## src/rtl/parcnn_pkg.sv

```systemverilog
// Shared widths, saturation limits and helpers
// for the int8 conv datapath stages.
package parcnn_pkg;

    localparam int ACC_W  = 32;
    localparam int Q_W    = 8;
    localparam int PROD_W = 16;

    localparam logic [ACC_W-1:0] ACC_MAX = 32'h7FFF_FFFF;
    localparam logic [ACC_W-1:0] ACC_MIN = 32'h8000_0000;

    typedef enum logic {
        EMPTY = 1'b0,
        FULL  = 1'b1
    } buf_state_t;

    function automatic int lane_lo(input int lane, input int w);
        return lane * w;
    endfunction

    // Top two bits disagree only when the 33-bit sum left int32 range.
    function automatic logic [ACC_W-1:0] sat32(
        input logic [ACC_W:0] s
    );
        logic [ACC_W-1:0] r;
        if (s[ACC_W] != s[ACC_W-1])
            r = s[ACC_W] ? ACC_MIN : ACC_MAX;
        else
            r = s[ACC_W-1:0];
        return r;
    endfunction

endpackage

```

## src/rtl/mac_lane.sv

```systemverilog
// One multiply-accumulate lane: int8 x int8 product added
// onto bias or running sum, saturated to int32.
module mac_lane
    import parcnn_pkg::*;
(
    input  logic                    clk,
    input  logic                    rst_n,
    input  logic                    en,
    input  logic                    first,
    input  logic signed [Q_W-1:0]   pixel,
    input  logic signed [Q_W-1:0]   weight,
    input  logic [ACC_W-1:0]        bias,
    output logic [ACC_W-1:0]        sum
);

    logic signed [PROD_W-1:0] prod;
    logic [ACC_W-1:0]         acc;
    logic [ACC_W-1:0]         base;
    logic [ACC_W:0]           wide;

    assign prod = pixel * weight;
    assign base = first ? bias : acc;
    assign wide = {base[ACC_W-1], base}
                + {{(ACC_W+1-PROD_W){prod[PROD_W-1]}}, prod};
    assign sum  = sat32(wide);

    always_ff @(posedge clk or negedge rst_n) begin
        if (!rst_n)
            acc <= '0;
        else if (en)
            acc <= sum;
    end

endmodule

```

## src/rtl/mac_accumulate.sv

```systemverilog
// SIZE-lane int8 MAC over DEPTH beats with a one-entry
// output register and valid/ready handshakes.
module mac_accumulate
    import parcnn_pkg::*;
#(
    parameter int SIZE  = 4,
    parameter int DEPTH = 9
) (
    input  logic                    clk,
    input  logic                    rst_n,
    input  logic [Q_W*SIZE-1:0]     pixel_in,
    input  logic [Q_W*SIZE-1:0]     weight_in,
    input  logic [ACC_W*SIZE-1:0]   bias_in,
    input  logic                    in_valid,
    output logic                    in_ready,
    output logic [ACC_W*SIZE-1:0]   pixel_out,
    output logic                    out_valid,
    input  logic                    out_ready
);

    localparam int CNT_W = (DEPTH > 1) ? $clog2(DEPTH) : 1;

    logic [CNT_W-1:0]        cnt;
    logic                    accept;
    logic                    first;
    logic                    last;
    logic                    done;
    logic [ACC_W*SIZE-1:0]   lane_sum;
    buf_state_t              state;
    buf_state_t              state_nx;

    assign in_ready = !out_valid || out_ready;
    assign accept   = in_valid && in_ready;
    assign first    = (cnt == '0);
    assign last     = (cnt == CNT_W'(DEPTH - 1));
    assign done     = accept && last;

    for (genvar i = 0; i < SIZE; i++) begin : g_lane
        mac_lane u_lane (
            .clk    (clk),
            .rst_n  (rst_n),
            .en     (accept),
            .first  (first),
            .pixel  (pixel_in[lane_lo(i, Q_W) +: Q_W]),
            .weight (weight_in[lane_lo(i, Q_W) +: Q_W]),
            .bias   (bias_in[lane_lo(i, ACC_W) +: ACC_W]),
            .sum    (lane_sum[lane_lo(i, ACC_W) +: ACC_W])
        );
    end

    always_ff @(posedge clk or negedge rst_n) begin
        if (!rst_n)
            cnt <= '0;
        else if (accept)
            cnt <= last ? '0 : cnt + 1'b1;
    end

    always_ff @(posedge clk or negedge rst_n) begin
        if (!rst_n)
            state <= EMPTY;
        else
            state <= state_nx;
    end

    // A completing accept while FULL implies out_ready, so refill wins.
    always_comb begin
        state_nx = state;
        unique case (state)
            EMPTY: if (done) state_nx = FULL;
            FULL:  if (out_ready && !done) state_nx = EMPTY;
            default: state_nx = EMPTY;
        endcase
    end

    always_comb begin
        out_valid = (state == FULL);
    end

    always_ff @(posedge clk or negedge rst_n) begin
        if (!rst_n)
            pixel_out <= '0;
        else if (done)
            pixel_out <= lane_sum;
    end

endmodule
```

## config.mk

```make
export PLATFORM = sky130hd
export DESIGN_NAME = mac_accumulate
export DESIGN_NICKNAME = d
export VERILOG_FILES = /design/src/rtl/parcnn_pkg.sv /design/src/rtl/mac_lane.sv /design/src/rtl/mac_accumulate.sv
export SDC_FILE = /design/constraint.sdc
export NUM_CORES = 2
export LEC_CHECK = 0
export CORE_MARGIN = 2
export CORE_UTILIZATION = 45
export DETAILED_ROUTE_END_ITERATION = 10
export PLACE_DENSITY = 0.72
export SYNTH_ARGS = -nofsm -noshare
export SYNTH_HDL_FRONTEND = slang
export SYNTH_SLANG_ARGS = --single-unit
```

## constraint.sdc

```tcl
create_clock -name clk -period 12.4 [get_ports clk]
set_input_delay 3.72 -clock clk [delete_from_list [all_inputs] [get_ports clk]]
set_output_delay 3.72 -clock clk [all_outputs]
set_load 0.05 [all_outputs]
```

# == Yosys cells after proc, flatten, opt, wreduce, memory -nomap -nowiden ==
# Cells that the tools add are included.
# word_totals
in_bits,196
output_inout_bits,130
reg_bits,261
# classes
n_eq_ne,5
n_reduce_logical,7
n_mul,4
mux,16
add_sub_neg,5
bitwise_logic,1
# op_table
op,n
32-bit two-way mux,12
32-bit by 16-bit adder with 33-bit output,4
8-bit by 8-bit multiplier with 16-bit output,4
"4-bit by 1-bit adder with 4-bit output, second input constant",1
"4-bit == test, second input constant",1
4-bit logical NOT,1
4-bit two-way mux,1
1-bit inequality test,4
1-bit logical AND,3
1-bit logical NOT,2
1-bit two-way mux,2
1-bit one-hot mux with 2 select lines,1
1-bit logical OR,1
1-bit inverter,1

# == Logic depth before layout (Yosys ltp) ==
# logic_depth
word_depth,8
ltp_mapped,28

# == Hierarchy ==
# Synthesis repeated with hierarchy kept, for this count alone.
# hier_totals
cells_unflattened,3381
area_unflattened_um2,36946.7
# modules_own_cells
module,area_per_inst_um2,seq_area_each_um2,cells_per_inst,instances
mac_lane at g_lane[0].u_lane,7977.7,800.8,769,1
mac_lane at g_lane[3].u_lane,7893.8,800.8,750,1
mac_lane at g_lane[1].u_lane,7833.8,800.8,765,1
mac_lane at g_lane[2].u_lane,7668.6,800.8,797,1
mac_accumulate,5572.8,3328.2,300,1

# == Worst setup path before layout ==
# OpenSTA, ideal clock, no wires.
# synth_timing
path_type,input-to-reg
start,input port weight_in[24]
end,register pixel_out[106]
arrival_ns,9.928
path_slack_ns,2.396
path_stages,19
n_path_buf,2
path_cell_list,clkbuf_1 > nand2_1 > fa_1 > inv_1 > fa_1 > fa_1 > fa_1 > fa_1 > ha_1 > o21ai_0 > o21a_1 > o31a_1 > o21ai_1 > a41o_2 > mux2i_1 > inv_1 > buf_2 > maj3_1 > o21ai_1
# synth_between
elab_chain_len,4
elab_cells_between_ends,5
cone_classes,add/sub: 1; mul: 1; eq/ne: 1; mux: 2
# synth_lines
item,line,text
"start, declared",mac_accumulate.sv:12,"input logic [Q_W*SIZE-1:0] weight_in,"
8-bit by 8-bit multiplier with 16-bit output (*),mac_lane.sv:21,assign prod = pixel * weight;
32-bit by 16-bit adder with 33-bit output (*),mac_lane.sv:24,"+ {{(ACC_W+1-PROD_W){prod[PROD_W-1]}}, prod};"
32-bit two-way mux / 1-bit inequality test (equally long branches),"parcnn_pkg.sv:27, parcnn_pkg.sv:26",
32-bit two-way mux (*),parcnn_pkg.sv:26,if (s[ACC_W] != s[ACC_W-1])
"end signal, assigned",mac_accumulate.sv:83,pixel_out <= lane_sum;
"end, declared",mac_accumulate.sv:16,"output logic [ACC_W*SIZE-1:0] pixel_out,"
# Every way passes the cells marked *; elsewhere a longest branch is shown, timed or not.
# A chain may end at the register's enable or synchronous reset.

# == Worst setup path in the final report ==
# layout_timing
start,input port weight_in[17]
end,register g_lane[2].u_lane.acc[22]
# layout_between
elab_chain_len,4
elab_cells_between_ends,5
cone_classes,add/sub: 1; mul: 1; eq/ne: 1; mux: 2
# layout_lines
item,line,text
8-bit by 8-bit multiplier with 16-bit output (*),mac_lane.sv:21,
32-bit by 16-bit adder with 33-bit output (*),mac_lane.sv:24,
32-bit two-way mux / 1-bit inequality test (equally long branches),"parcnn_pkg.sv:27, parcnn_pkg.sv:26",
32-bit two-way mux (*),parcnn_pkg.sv:26,
"end signal, assigned",mac_lane.sv:31,acc <= sum;
"end, declared",mac_lane.sv:17,logic [ACC_W-1:0] acc;
# Marks and branches as above.

==> results.toml <==
[outcome]
outcome = "finished clean"

[cts]
cts_setup_buffers = 0
root_buffer = "clkbuf_16"
numCtsBuffers = 34
cts_sinks = 261
h-tree-depth = 2
clk_latency_ps = 560
cts_tree = "built"
hold_buffers = 0
cts_resized = 0
clock_path_buffers = 3
cts.clk_slew.worst_paths_ps = 60

[global_route]
busiest_layer = "met2"
antenna_found_initial = 1
met2_usage = 0.403
grtUsageMet1 = 0.338
grt.overflow.total = 0
track_usage = 0.243
grt_start_max_net_pins = 152
use_met3 = 0.0301
grt_pass1_vias = 26800
grt_pass1_wl_mm = 149

[place]
port_buffers = 325
place_area_sq_um = 38300
gp_congestion = 0.914
dp_slack_ps = 880
place_hpwl_mm = 73.7

[logic_synthesis]
synth_nets = 4463
synth_area_leaders = "fa_1, dfrtp_1, ha_1"
yosysWarnings = 0
yosysMostFrequentCell = "fa_1"
synth_seq_cells = 261
ys_seq_area_frac = 0.192
postSynth.asyncResetShare = 1.00
netlist_area_sq_um = 34000
yosysUniqueCellTypes = 80
synthCells = 3417
ys.flop_type = "dfrtp_1"
synth_top_area_frac = 0.330
synthTopCellsByCount = "fa_1, inv_1, nand2_1"
synth-edff-count = 0
syn_area_per_cell_sq_um = 9.94
yosysTopAreaCell = "fa_1"

[floorplanning]
die_area_sq_um = 77700
dieWidth_um = 279
boundaryPins = 326
chipHeight_um = 279
rows = 100
core_area_sq_um = 74600
initial_core_util = 0.455

[timing]
drv_slew = 0
fin_setup_tns_ps = 0
max_freq_mhz = 90.5
finalSetupViolCount = 0
clock-skew-final_ps = 37.5
setup_ws_ps = 1350
min_period_ps = 11050
min_period_over_period = 0.891
tightest_slew_ps = 1110
hold_viol_final = 0
rsz0062_at_grt = "false"
slew_headroom = 0.257

[worst_setup_path]
r2r-start = "cnt[0]$_DFFE_PN0P_"
path_class = "in -> reg"
required_ps = 12840
end_kind = "flip-flop"
startpoint = "weight_in[17]"
cp_max_fo = 22
arrival_ps = 11480
start_kind = "input port"

[layout]
drive_gt1_frac = 0.0397
antenna_cells = 0
areaGrowthSynthToFinish_pct = 16.0
nFillCells = 6713
fin_nets = 4754
final_area_sq_um = 39400

[detailed_routing]
num_vias = 25500
wirelength_mm = 92.2
first_pass_iters = 5
vias_per_cell = 5.43
drt_iter0_drc = 1586
drcViolationCount = 0
ant_nets = 0
wire_per_inst_um = 19.6

[job]
drv_cap = 0

[hold_path]
min_from = "g_lane[1].u_lane.acc[24]$_DFFE_PN0P_"
hold_path_class = "reg -> reg"
## routing by layer
metal  share of wire  wire, um
met5         0.00017        16
met4           0.025      2290
met3           0.056      5130
met2            0.48     44300
met1            0.44     40500
## placed cells by master (no fill, tap or decap), types with 16 or more instances in the layout
cell type / n
buf_4: 20
xnor2_1: 81
a21o_1: 40
mux2i_1: 125
nand3_1: 19
a21oi_1: 204
nor2_1: 214
fa_1: 560
xor2_1: 37
o21ai_0: 121
and3_1: 16
and2_1: 134
o31ai_1: 18
o21bai_1: 20
a211oi_1: 16
ha_1: 290
o22a_1: 28
nor3_1: 16
dfrtp_1: 261
a22o_1: 22
mux2_2: 28
inv_1: 490
clkdlybuf4s50_1: 324
maj3_1: 19
nand2_1: 362
clkbuf_16: 35
## state kept, by name (all words and copies together) (netlist names)
signal and flops:
g_lane.u_lane.acc 128, pixel_out 128, cnt 4, out_valid 1
## worst max-delay path: stages
cell,delay (ps)
clkdlybuf4s50_1,690
nand2_1,750
buf_4,450
fa_1,500
inv_1,60
fa_1,480
fa_1,580
fa_1,420
ha_1,290
ha_1,410
and2_1,240
and3_1,210
nand3_1,80
a21oi_1,220
o221ai_1,230
xnor2_1,620
or2_1,800
nand2_1,400
o21ai_0,290
## worst paths after layout
path / cells past startpoint / slack, ps / to
max: 19 / 1350 / g_lane[2].u_lane.acc[22]$_DFFE_PN0P_
min: 2 / 470 / g_lane[1].u_lane.acc[24]$_DFFE_PN0P_
max reg2reg: 23 / 3350 / g_lane[2].u_lane.acc[22]$_DFFE_PN0P_
min reg2reg: 2 / 470 / g_lane[1].u_lane.acc[24]$_DFFE_PN0P_
max in group asynchronous: 2 / 7790 / g_lane[3].u_lane.acc[11]$_DFFE_PN0P_
min in group asynchronous: 1 / 3210 / g_lane[1].u_lane.acc[14]$_DFFE_PN0P_
## through the flow
| stage | instances | utilization | hold slack, ps |
|---|---|---|---|
| after floorplan | 3417 | - | 435 |
| after global placement | 4641 | 0.513 | 457 |
| after detailed placement | 4641 | 0.513 | 462 |
| after CTS | 4696 | 0.528 | 477 |
| after global routing | 4696 | 0.528 | 503 |
| final | 4696 | 0.528 | 471 |
## area by class of cell
| cell class | instances | area (sq um) | share of cell area |
|---|---|---|---|
| clock buffer | 40 | 915 | 0.0232 |
| clock inverter | 15 | 191 | 0.00486 |
| inverter | 494 | 1850 | 0.0471 |
| multi-input combinational | 2570 | 25200 | 0.641 |
| sequential | 261 | 6530 | 0.166 |
| tap | 969 | 1210 | 0.0308 |
| timing repair buffer | 347 | 3450 | 0.0875 |
## cells by family (layout without fill, tap and decap cells)
logic type,after synthesis,after routing,synth area share
buf+inv,586,896,0.0658
xor+xnor,118,118,0.0304
fa+ha+maj,869,869,0.443
simple gates,838,838,0.112
compound gates,592,592,0.111
flops,261,261,0.192
mux,153,153,0.0461
Power is not shown: default switching activity piles up to over one toggle a cycle in this logic, so the estimate is an artifact.
